$ cat config.mk
export PLATFORM = sky130hd
export DESIGN_NAME = firebird7_ijtag_sib_multi
export DESIGN_NICKNAME = d
export VERILOG_FILES = /design/src/rtl/firebird7_ijtag_pkg.sv /design/src/rtl/firebird7_ijtag_sib_cell.sv /design/src/rtl/firebird7_ijtag_sib_multi.sv
export SDC_FILE = /design/constraint.sdc
export NUM_CORES = 1
export LEC_CHECK = 0
export CAP_MARGIN = 25
export CORE_AREA = 2 2 39 41
export CTS_CLUSTER_DIAMETER = 30
export DETAILED_ROUTE_END_ITERATION = 10
export DIE_AREA = 0 0 41 43
export PLACE_DENSITY = 0.78
export SLEW_MARGIN = 20
export SYNTH_ARGS = -nofsm -noshare
export SYNTH_HDL_FRONTEND = slang
export SYNTH_SLANG_ARGS = --single-unit
$ cat constraint.sdc
create_clock -name ijtag_tck -period 2.3 [get_ports ijtag_tck]
set_input_delay 0.23 -clock ijtag_tck [delete_from_list [all_inputs] [get_ports ijtag_tck]]
set_output_delay 0.23 -clock ijtag_tck [all_outputs]
set_load 0.005 [all_outputs]
$ cat src/rtl/firebird7_ijtag_pkg.sv
// Shared constants and helpers for the firebird7 IJTAG segment-insertion blocks.
package firebird7_ijtag_pkg;

    localparam int FB7_SIB_MAX_SEG = 16;

    // True when at most one bit of v is set.
    function automatic logic fb7_onehot0(input logic [15:0] v);
        return (v & (v - 16'd1)) == 16'd0;
    endfunction

endpackage

$ cat src/rtl/firebird7_ijtag_sib_cell.sv
// One SIB bit: scan flop (posedge), update latch and segment-enable flop (negedge).
// The update is taken only when the parent raises accept_i.
module firebird7_ijtag_sib_cell #(
    parameter int CAPTURE_STAT = 0
) (
    input  logic ijtag_tck,
    input  logic ijtag_reset,
    input  logic ijtag_sel,
    input  logic ijtag_ce,
    input  logic ijtag_se,
    input  logic prev_i,
    input  logic from_so_i,
    input  logic accept_i,
    output logic sib_o,
    output logic en_o
);

    logic sib_q;
    logic sib_d;
    logic lat_q;
    logic en_q;

    always_comb begin
        sib_d = sib_q;
        if (ijtag_sel) begin
            if (ijtag_ce) begin
                sib_d = (CAPTURE_STAT != 0) ? lat_q : 1'b0;
            end else if (ijtag_se) begin
                sib_d = lat_q ? from_so_i : prev_i;
            end
        end
    end

    always_ff @(posedge ijtag_tck or negedge ijtag_reset) begin
        if (!ijtag_reset) begin
            sib_q <= 1'b0;
        end else begin
            sib_q <= sib_d;
        end
    end

    // en samples lat before this edge's update, so the segment select lags by one tck.
    always_ff @(negedge ijtag_tck or negedge ijtag_reset) begin
        if (!ijtag_reset) begin
            lat_q <= 1'b0;
            en_q  <= 1'b0;
        end else begin
            en_q <= lat_q;
            if (accept_i) begin
                lat_q <= sib_q;
            end
        end
    end

    assign sib_o = sib_q;
    assign en_o  = en_q;

endmodule

$ cat src/rtl/firebird7_ijtag_sib_multi.sv
// N-way SIB group: si -> [seg0] -> sib0 -> [seg1] -> sib1 ... -> sib[N-1] (-> par) -> so.
// Optional parity-protected update enabled by defining FIREBIRD7_SIB_MULTI_PARITY_EN.
module firebird7_ijtag_sib_multi
    import firebird7_ijtag_pkg::*;
#(
    parameter int NUM_SEG      = 4,
    parameter int EXCLUSIVE    = 0,
    parameter int CAPTURE_STAT = 0
) (
    input  logic               ijtag_tck,
    input  logic               ijtag_reset,
    input  logic               ijtag_sel,
    input  logic               ijtag_ce,
    input  logic               ijtag_se,
    input  logic               ijtag_ue,
    input  logic               ijtag_si,
    output logic               ijtag_so,
    input  logic [NUM_SEG-1:0] ijtag_from_so,
    output logic [NUM_SEG-1:0] ijtag_to_si,
    output logic [NUM_SEG-1:0] ijtag_to_sel
);

    logic [NUM_SEG-1:0]         sib_w;
    logic [NUM_SEG-1:0]         en_w;
    logic [NUM_SEG-1:0]         prev_w;
    logic [FB7_SIB_MAX_SEG-1:0] sib_ext;
    logic                       excl_ok;
    logic                       rules_ok;
    logic                       accept_w;
    logic                       last_w;
    logic                       so_q;

    assign prev_w[0] = ijtag_si;

    for (genvar gi = 1; gi < NUM_SEG; gi++) begin : g_prev
        assign prev_w[gi] = sib_w[gi-1];
    end

    for (genvar gi = 0; gi < NUM_SEG; gi++) begin : g_cell
        firebird7_ijtag_sib_cell #(
            .CAPTURE_STAT (CAPTURE_STAT)
        ) u_cell (
            .ijtag_tck   (ijtag_tck),
            .ijtag_reset (ijtag_reset),
            .ijtag_sel   (ijtag_sel),
            .ijtag_ce    (ijtag_ce),
            .ijtag_se    (ijtag_se),
            .prev_i      (prev_w[gi]),
            .from_so_i   (ijtag_from_so[gi]),
            .accept_i    (accept_w),
            .sib_o       (sib_w[gi]),
            .en_o        (en_w[gi])
        );
    end

    always_comb begin
        sib_ext = '0;
        sib_ext[NUM_SEG-1:0] = sib_w;
    end

    assign excl_ok = (EXCLUSIVE == 0) ? 1'b1 : fb7_onehot0(sib_ext);

`ifdef FIREBIRD7_SIB_MULTI_PARITY_EN
    logic par_q;
    logic par_d;
    logic err_q;

    always_comb begin
        par_d = par_q;
        if (ijtag_sel) begin
            if (ijtag_ce) begin
                par_d = err_q;
            end else if (ijtag_se) begin
                par_d = sib_w[NUM_SEG-1];
            end
        end
    end

    always_ff @(posedge ijtag_tck or negedge ijtag_reset) begin
        if (!ijtag_reset) begin
            par_q <= 1'b0;
        end else begin
            par_q <= par_d;
        end
    end

    // Sticky: any refused update is remembered until the next reset.
    always_ff @(negedge ijtag_tck or negedge ijtag_reset) begin
        if (!ijtag_reset) begin
            err_q <= 1'b0;
        end else if (ijtag_ue && ijtag_sel && !rules_ok) begin
            err_q <= 1'b1;
        end
    end

    assign rules_ok = excl_ok && (^{sib_w, par_q});
    assign last_w   = par_q;
`else
    assign rules_ok = excl_ok;
    assign last_w   = sib_w[NUM_SEG-1];
`endif

    assign accept_w = ijtag_ue && ijtag_sel && rules_ok;

    // The chain tail only moves on posedge, so a negedge flop behaves exactly
    // like the low-transparent retiming latch while staying latch-free.
    always_ff @(negedge ijtag_tck) begin
        so_q <= last_w;
    end

    assign ijtag_so     = so_q;
    assign ijtag_to_si  = prev_w;
    assign ijtag_to_sel = en_w & {NUM_SEG{ijtag_sel}};

endmodule
==> flow_metrics.tcl, run 1 <==
set metrics [dict create \
    status "finished clean" \
    route.detailed.vias_per_inst 4.77 \
    cp_num_cells 2 \
    syn_avg_cell_area_um2 14.5 \
    share_of_synthesized_cell_area_in_and_or_nand_and_nor_gates 0.0814 \
    synthesis.area_um2 538 \
    grt_max_degree 10 \
    synth.lib_cells_used.distinct 12 \
    synth_seq_area_share 0.595 \
    global_route_wire_length_before_repair_mm 1.50 \
    synth_xor_xnor_area_share 0 \
    crit_start "g_cell[0].u_cell.en_o" \
    peakVddDrop_mv 0.265 \
    ordered_cell_list_for_the_critical_path "and2_4 -> buf_6" \
    final-hold-violation-count 0 \
    antenna_found_initial 0 \
    antenna_cells 0 \
    worstReg2RegStart "g_cell[0].u_cell.lat_q" \
    drv_cap 0 \
    finalSetupViolations 0 \
    drcViolationCount 0 \
    hold_class "flip-flop to flip-flop" \
    postSynthCellCount 37 \
    layout.cell_area.non_filler_um2 762 \
    worst_hold_slack_ps 369 \
    critical_path.startpoint_type "flip-flop" \
    synth_nets 48 \
    crit_buf_inv 1 \
    rows 14 \
    power_mw 0.458 \
    cts_htree_levels 1 \
    slew-limit-headroom 0.697 \
    most-common-layout-cells "sky130_fd_sc_hd__clkdlybuf4s50_1, sky130_fd_sc_hd__dfrtn_1" \
    synthesis.yosys.warnings 0 \
    die_w_um 41 \
    r2r_cells 2 \
    final_common_cell "sky130_fd_sc_hd__clkdlybuf4s50_1" \
    gpl.final_weighted_congestion 0.710 \
    post_route_skew_ps 52.0 \
    clk_pin_slew_worst_paths_ps 50 \
    globalRouteOverflowTotal 0 \
    dominant_combinational_cell_family_by_area_after_synthesis "multiplexers" \
    muxShareOfSynthArea 0.186 \
    synth_adder_area_share 0 \
    total_of_flip_flops_plus_latches_after_synthesis 13 \
    rsz0062_at_grt "false" \
    critical_path_required_ps 2070 \
    cts_tree "built" \
    total_leakage_power_nw 0.361 \
    port_buffers 19 \
    synthesized_area_fraction_occupied_by_ao_oa_aoi_and_oai_cells 0.0744 \
    buffer_cell_driving_the_clock_tree_root "sky130_fd_sc_hd__clkbuf_4" \
    gr-usage-all-layers 0.135 \
    clock_sink_count 13 \
    boundary_pin_count 20 \
    area.growth.synth_to_final_pct 41.6 \
    die_height_um 43 \
    initial_cell_density_of_the_core 0.389 \
    post_dp_cell_area_um2 733 \
    critPathMaxStageDelay_ps 390 \
    final_layout_size_suffix_gt1_frac 0.310 \
    core_area_mm2 0.00138 \
    drt-wirelength-per-cell_um 12.4 \
    drt-total-wl_um 914 \
    r2r_end "g_cell[0].u_cell.sib_o" \
    timing_worst_slew_pin_value_ps 450 \
    reg2reg_setup_slack_ps 300 \
    crit_path_top_delay_cell "sky130_fd_sc_hd__dfrtn_1" \
    worst-path-max-fanout 1 \
    worstSetupEndpointType "output pin" \
    timing.setup.critical_path_class "flip-flop to output pin" \
    tritoncts.num_buffers 3 \
    worstPathArrival_ps 2030 \
    drt_first_pass_iters 1 \
    final_cells 74 \
    cts_post_setup_buffers_inserted 0 \
    finalNetCount 70 \
    antenna_violating_nets_post_route 0 \
    die-area_mm2 0.00176 \
    crit_end "ijtag_to_sel[0]" \
    slew_violations 0 \
    dp_hpwl_um 748 \
    p_per_area_mw_per_mm2 601 \
    critPathTopFamily "flip-flops" \
    first_global_vias 393 \
    place_inst 70 \
    setup-tns-final_ps 0 \
    vias 353 \
    first_iter_violations 0 \
    clk-insertion-delay-late_ps 320 \
    cts_buffer_depth 2 \
]
==> cell type report <==
type                       instances  area [um^2]
clock inverter                     2         7.51
multi-input combinational         19          189
timing repair buffer              21          203
sequential                        13          320
fill                             123          622
tap                               16         20.0
clock buffer                       3         22.5
==> synth_stat cells <==
library cell	n	area, um^2
sky130_fd_sc_hd__inv_1	1	3.75
sky130_fd_sc_hd__nand2_2	1	6.26
sky130_fd_sc_hd__dfrtn_1	8	200
sky130_fd_sc_hd__and2_2	4	30.0
sky130_fd_sc_hd__dfxtp_1	1	20.0
sky130_fd_sc_hd__mux2i_1	4	40.0
sky130_fd_sc_hd__dfrtp_1	4	100
sky130_fd_sc_hd__mux2_4	4	60.1
sky130_fd_sc_hd__o2bb2ai_1	4	35.0
sky130_fd_sc_hd__buf_4	4	30.0
sky130_fd_sc_hd__nand3b_1	1	7.51
sky130_fd_sc_hd__o21ai_0	1	5.00
==> sequential cells by signal (all words and copies together), names as in the netlist <==
signal,count
g_cell.u_cell.sib_o,4
g_cell.u_cell.lat_q,4
ijtag_so,1
g_cell.u_cell.en_o,4
==> power breakdown <==
| part | leakage [nW] | internal (mW) | switching (mW) |
|---|---|---|---|
| clock | 0.0245 | 0.0649 | 0.0713 |
| sequential | 0.173 | 0.244 | 0.0104 |
| combinational | 0.164 | 0.0469 | 0.0208 |
| total | 0.361 | 0.356 | 0.102 |
==> routing by layer <==
| layer | part of all wire | GRT usage |
|---|---|---|
| met4 | 0.021 | 0.140 |
| met5 | 0 | 0 |
| met3 | 0.045 | 0.0157 |
| met2 | 0.54 | 0.216 |
| met1 | 0.39 | 0.133 |
==> worst min-delay path by stage <==
stage	startpoint	end	slack [ps]	cells after the start
CTS	g_cell[1].u_cell.lat_q	g_cell[1].u_cell.en_o	370	0
floorplan	ijtag_reset	g_cell[0].u_cell.sib_o	-70	0
global placement	g_cell[2].u_cell.lat_q	g_cell[2].u_cell.en_o	380	0
global route	g_cell[1].u_cell.lat_q	g_cell[1].u_cell.en_o	380	0
detailed placement	g_cell[1].u_cell.lat_q	g_cell[1].u_cell.en_o	370	0
finish	g_cell[1].u_cell.lat_q	g_cell[1].u_cell.en_o	370	0
==> worst reg2reg max path, delay by kind of cell, from the launching register on <==
family             cells  cell delay, ps
muxes                  1             210
AOI/OAI and AO/OA      1              80
DFF                    1             450
==> through the flow <==
step                       util  setup slack [ps]
after floorplan               -               350
after global placement    0.530              -157
after detailed placement  0.530              -177
after CTS                 0.533              8.37
after global routing      0.551              3.49
final                     0.551              37.4
==> cells by family (layout without fill, tap and decap cells) <==
group                  count (synthesis)  in the layout
buffers and inverters                  5             26
AND/OR/NAND/NOR                        6              6
flip-flops                            13             13
multiplexers                           8              8
AO/OA/AOI/OAI                          5              5
==> what timing repair did <==
item	in CTS	in global routing
hold buffers	0	0
setup endpoints to repair	5	4
resized for setup	17	7
pin swaps	0	1
Power figures use the tool's default switching activity.
==> run 2: changes to the inputs <==
--- a/config.mk
+++ b/config.mk
@@ -10,7 +10,9 @@
 export CTS_CLUSTER_DIAMETER = 30
 export DETAILED_ROUTE_END_ITERATION = 10
 export DIE_AREA = 0 0 41 43
+export GPL_TIMING_DRIVEN = 0
 export PLACE_DENSITY = 0.78
+export SKIP_CTS_REPAIR_TIMING = 1
 export SLEW_MARGIN = 20
 export SYNTH_ARGS = -nofsm -noshare
 export SYNTH_HDL_FRONTEND = slang
==> run 2 against run 1 <==
  * Sequential power hardly changed
  * First-iteration DRC count is 2 higher
  * Via count is 3.7% higher
  * Clock power is 5% higher
  * Die area stayed put
  * Critical path type unchanged
  * Critical endpoint unchanged
  * Highest routed layer unchanged
==> flow_metrics.tcl, run 2 (synthesis results as in run 1) <==
set metrics [dict create \
    gpl.final_weighted_congestion 0.684 \
    drv_cap 0 \
    r2r_cells 2 \
    tritoncts.num_buffers 3 \
    first_global_vias 328 \
    slew_violations 0 \
    drt_first_pass_iters 3 \
    buffer_cell_driving_the_clock_tree_root "sky130_fd_sc_hd__clkbuf_4" \
    worstReg2RegStart "g_cell[1].u_cell.lat_q" \
    worstPathArrival_ps 2040 \
    global_route_wire_length_before_repair_mm 1.36 \
    drt-total-wl_um 882 \
    final-hold-violation-count 0 \
    total_leakage_power_nw 0.385 \
    peakVddDrop_mv 0.339 \
    post_route_skew_ps 54.3 \
    comb_power_share 0.146 \
    critPathMaxStageDelay_ps 320 \
    critical_path.startpoint_type "flip-flop" \
    final_layout_size_suffix_gt1_frac 0.333 \
    clk-insertion-delay-late_ps 330 \
    gr-usage-all-layers 0.124 \
    critPathTopFamily "flip-flops" \
    die_w_um 41 \
    intPower_mw 0.360 \
    rsz0062_at_grt "true" \
    post-route-worst-setup-slack_ps 29.5 \
    p_per_area_mw_per_mm2 606 \
    finalNetCount 72 \
    cts_htree_levels 1 \
    first_iter_violations 2 \
    layout.cell_area.non_filler_um2 766 \
    pre_cts_slack_ps -318 \
    die-area_mm2 0.00176 \
    antenna_violating_nets_post_route 0 \
    timing.setup.critical_path_class "flip-flop to output pin" \
    drt-wirelength-per-cell_um 11.6 \
    setup-tns-final_ps 0 \
    vias 366 \
    port_buffers 19 \
    cp_num_cells 2 \
    worstSetupEndpointType "output pin" \
    worst_hold_slack_ps 298 \
    worst-path-max-fanout 1 \
    most-common-layout-cells "sky130_fd_sc_hd__clkdlybuf4s50_1, sky130_fd_sc_hd__dfrtn_1" \
    clk_pin_slew_worst_paths_ps 70 \
    relative_contribution_of_sequential_cells_to_total_power 0.546 \
    initial_cell_density_of_the_core 0.389 \
    post_dp_cell_area_um2 748 \
    core_area_mm2 0.00138 \
    timing_worst_slew_pin_value_ps 520 \
    cts_buffer_depth 2 \
    switchingPower_mw 0.104 \
    reg2reg_setup_slack_ps 300 \
    power_frac_clock 0.308 \
    status "finished clean" \
    dp_hpwl_um 680 \
    route.detailed.vias_per_inst 4.82 \
    globalRouteOverflowTotal 0 \
    grt_max_degree 13 \
    die_height_um 43 \
    critical_path_required_ps 2070 \
    hold_class "input pin to asynchronous set/reset pin" \
    ordered_cell_list_for_the_critical_path "and2_2 -> buf_6" \
    final_common_cell "sky130_fd_sc_hd__clkdlybuf4s50_1" \
    boundary_pin_count 20 \
    antenna_found_initial 0 \
    clock_sink_count 13 \
    crit_path_top_delay_cell "sky130_fd_sc_hd__dfrtn_1" \
    r2r_end "g_cell[1].u_cell.sib_o" \
    finalSetupViolations 0 \
    crit_buf_inv 1 \
    slew-limit-headroom 0.652 \
    area.growth.synth_to_final_pct 42.3 \
    drcViolationCount 0 \
    power_mw 0.464 \
    antenna_cells 0 \
    cts_tree "built" \
    rows 14 \
    p_sw_frac 0.224 \
]
-- run 2: cell type report --
cell class                      count  area [um^2]
Fill cell                         129          618
Sequential cell                    13          320
Multi-Input combinational cell     19          184
Timing Repair Buffer               19          181
Buffer                              4         30.0
Clock buffer                        4         26.3
Tap cell                           16         20.0
Clock inverter                      1         3.75
-- run 2: stage by stage --
stage	utilization	std cells
after floorplan	-	37
after global placement	0.541	72
after detailed placement	0.541	72
after CTS	0.560	76
after global routing	0.553	76
final	0.553	76
-- run 2: metal layers --
layer	GRT usage	wire, um
met3	0.0314	56
met4	0.120	32
met1	0.154	387
met5	0	0
met2	0.163	404
-- run 2: worst reg2reg max path, delay by kind of cell, from the launching register on --
family	cells	cell delay (ps)
flip-flops	1	450
multiplexers	1	210
AO/OA/AOI/OAI	1	70
-- run 2: power by group through the flow --
stage	Combinational, mW	Sequential (mW)	Clock (mW)
after global placement	0.0687	0.257	0.00544
final	0.0678	0.253	0.143
after floorplan	0.0303	0.255	0.00544
after CTS	0.0702	0.253	0.149
after global routing	0.0739	0.255	0.158
after detailed placement	0.0701	0.258	0.00544
-- run 2: worst max path at each step --
stage | from | endpoint | slack, ps
6_report | g_cell[0].u_cell.en_o | ijtag_to_sel[0] | 30
5_1_grt | g_cell[3].u_cell.en_o | ijtag_to_sel[3] | -9
4_1_cts | g_cell[1].u_cell.en_o | ijtag_to_sel[1] | -370
3_5_place_dp | ijtag_sel | g_cell[2].u_cell.lat_q | -320
3_3_place_gp | ijtag_sel | g_cell[2].u_cell.lat_q | -310
2_1_floorplan | ijtag_sel | g_cell[0].u_cell.lat_q | 350
==> run 3: changes to the inputs <==
--- a/config.mk
+++ b/config.mk
@@ -5,11 +5,12 @@
 export SDC_FILE = /design/constraint.sdc
 export NUM_CORES = 1
 export LEC_CHECK = 0
+export ABC_CLOCK_PERIOD_IN_PS = 2300
 export CAP_MARGIN = 25
-export CORE_AREA = 2 2 39 41
+export CORE_AREA = 4 4 41 43
 export CTS_CLUSTER_DIAMETER = 30
 export DETAILED_ROUTE_END_ITERATION = 10
-export DIE_AREA = 0 0 41 43
+export DIE_AREA = 0 0 45 47
 export GPL_TIMING_DRIVEN = 0
 export PLACE_DENSITY = 0.78
 export SKIP_CTS_REPAIR_TIMING = 1
==> run 3 against run 2 <==
  * First-iteration DRC count is 50% lower
  * Worst hold slack got worse by 4.6 ps
  * Global-route usage fell by 2.0 points
  * Die area up 20%
  * Sequential cell count unchanged
  * Clock skew about the same
  * Cell count decreased by 1.3%
  * Via count fell by 3.0%
  * Count of clock-buffer cells in the layout unchanged
  * Clock power barely moved
  * Critical path type unchanged
  * Highest routed layer unchanged
==> flow_metrics.tcl, run 3 (synthesis results as in run 1) <==
set metrics [dict create \
    switchingPower_mw 0.104 \
    cts_buffer_depth 2 \
    antenna_found_initial 0 \
    buffer_cell_driving_the_clock_tree_root "sky130_fd_sc_hd__clkbuf_4" \
    drt-wirelength-per-cell_um 12.1 \
    worst_hold_slack_ps 293 \
    crit_start "g_cell[3].u_cell.en_o" \
    clk-insertion-delay-late_ps 330 \
    timing_worst_slew_pin_value_ps 516 \
    route.detailed.vias_per_inst 4.73 \
    area.growth.synth_to_final_pct 42.3 \
    final_layout_size_suffix_gt1_frac 0.333 \
    most-common-layout-cells "sky130_fd_sc_hd__clkdlybuf4s50_1, sky130_fd_sc_hd__dfrtn_1" \
    utilization 0.588 \
    drt_first_pass_iters 2 \
    status "finished clean" \
    setup-tns-final_ps 0 \
    crit_end "ijtag_to_sel[3]" \
    die_height_um 47 \
    final-hold-violation-count 0 \
    reg2reg_setup_slack_ps 310 \
    globalRouteOverflowTotal 0 \
    total_leakage_power_nw 0.385 \
    worstSetupEndpointType "output pin" \
    first_iter_violations 1 \
    finalNetCount 72 \
    die-area_mm2 0.00212 \
    gr-usage-met3 0.0345 \
    slew_violations 0 \
    rsz0062_at_grt "true" \
    grt.busiest_layer "met2" \
    r2r_end "g_cell[3].u_cell.sib_o" \
    port_buffers 19 \
    antenna_cells 0 \
    worstReg2RegStart "g_cell[3].u_cell.lat_q" \
    gr-usage-all-layers 0.104 \
    dp_hpwl_um 713 \
    vias 355 \
    gr_layer_usage_met1 0.115 \
    drcViolationCount 0 \
    relative_contribution_of_sequential_cells_to_total_power 0.547 \
    comb_power_share 0.147 \
    post-route-worst-setup-slack_ps 30.1 \
    n_fill_cell 117 \
    power_frac_clock 0.306 \
    clock_sink_count 13 \
    r2r_cells 2 \
    worst-path-max-fanout 1 \
    die_w_um 45 \
    p_sw_frac 0.223 \
    grt_max_degree 13 \
    layout.cell_area.non_filler_um2 766 \
    core_area_mm2 0.00130 \
    post_dp_cell_area_um2 747 \
    global_route_wire_length_before_repair_mm 1.52 \
    timing.setup.critical_path_class "flip-flop to output pin" \
    slew-limit-headroom 0.655 \
    gpl.final_weighted_congestion 0.693 \
    p_per_area_mw_per_mm2 607 \
    tritoncts.num_buffers 3 \
    post_route_skew_ps 54.0 \
    first_global_vias 376 \
    drv_cap 0 \
    final_common_cell "sky130_fd_sc_hd__clkdlybuf4s50_1" \
    rows 13 \
    cts_tree "built" \
    clk_pin_slew_worst_paths_ps 80 \
    initial_cell_density_of_the_core 0.413 \
    intPower_mw 0.361 \
    peakVddDrop_mv 0.294 \
    boundary_pin_count 20 \
    critical_path.startpoint_type "flip-flop" \
    cts_htree_levels 1 \
    drt-total-wl_um 904 \
    hold_class "input pin to asynchronous set/reset pin" \
    finalSetupViolations 0 \
    worstPathArrival_ps 2040 \
    grt_use_met2 0.169 \
    antenna_violating_nets_post_route 0 \
    pre_cts_slack_ps -302 \
    critical_path_required_ps 2070 \
]
[run 3: cell types whose count changed in the layout (fill, tap and decap cells not counted)]
cell                     delta
sky130_fd_sc_hd__and2_2     -1
sky130_fd_sc_hd__and2_4     +1
[run 3: metal layers]
layer / vias up / routed length [um]
met4: 0 / 18
met5: - / 0
met2: 19 / 389
met1: 163 / 390
li1: 171 / -
met3: 2 / 106
[run 3: worst min path at each step]
stage	start	cells past startpoint	endpoint
2_1_floorplan	ijtag_reset	0	g_cell[0].u_cell.sib_o
3_3_place_gp	g_cell[1].u_cell.lat_q	0	g_cell[1].u_cell.en_o
3_5_place_dp	g_cell[1].u_cell.lat_q	0	g_cell[1].u_cell.en_o
4_1_cts	ijtag_reset	1	g_cell[2].u_cell.sib_o
5_1_grt	ijtag_reset	1	g_cell[2].u_cell.sib_o
6_report	ijtag_reset	1	g_cell[2].u_cell.sib_o
[run 3: area by class of cell]
cell class	count	area, um^2	share of cell area
Timing Repair Buffer	19	181	0.237
Clock buffer	4	26.3	0.0343
Multi-Input combinational cell	19	185	0.242
Sequential cell	13	320	0.418
Clock inverter	1	3.75	0.00490
Buffer	4	30.0	0.0392
Tap cell	15	18.8	0.0245
[run 3: critical path, stage by stage (launching register included)]
cell and delay, ps:
sky130_fd_sc_hd__dfrtn_1 390, sky130_fd_sc_hd__and2_2 130, sky130_fd_sc_hd__clkbuf_2 100
[run 3: power groups by stage]
| stage | Clock [mW] | Sequential, mW | Combinational (mW) |
|---|---|---|---|
| CTS | 0.147 | 0.254 | 0.0698 |
| global route | 0.157 | 0.256 | 0.0743 |
| detailed placement | 0.00544 | 0.258 | 0.0696 |
| floorplan | 0.00544 | 0.255 | 0.0303 |
| global placement | 0.00544 | 0.257 | 0.0686 |
| finish | 0.142 | 0.254 | 0.0683 |
[run 3: per-stage QoR]
step | power (mW) | cells
after global routing | 0.488 | 75
after detailed placement | 0.333 | 71
after global placement | 0.331 | 71
final | 0.465 | 75
after CTS | 0.471 | 75
after floorplan | 0.291 | 37
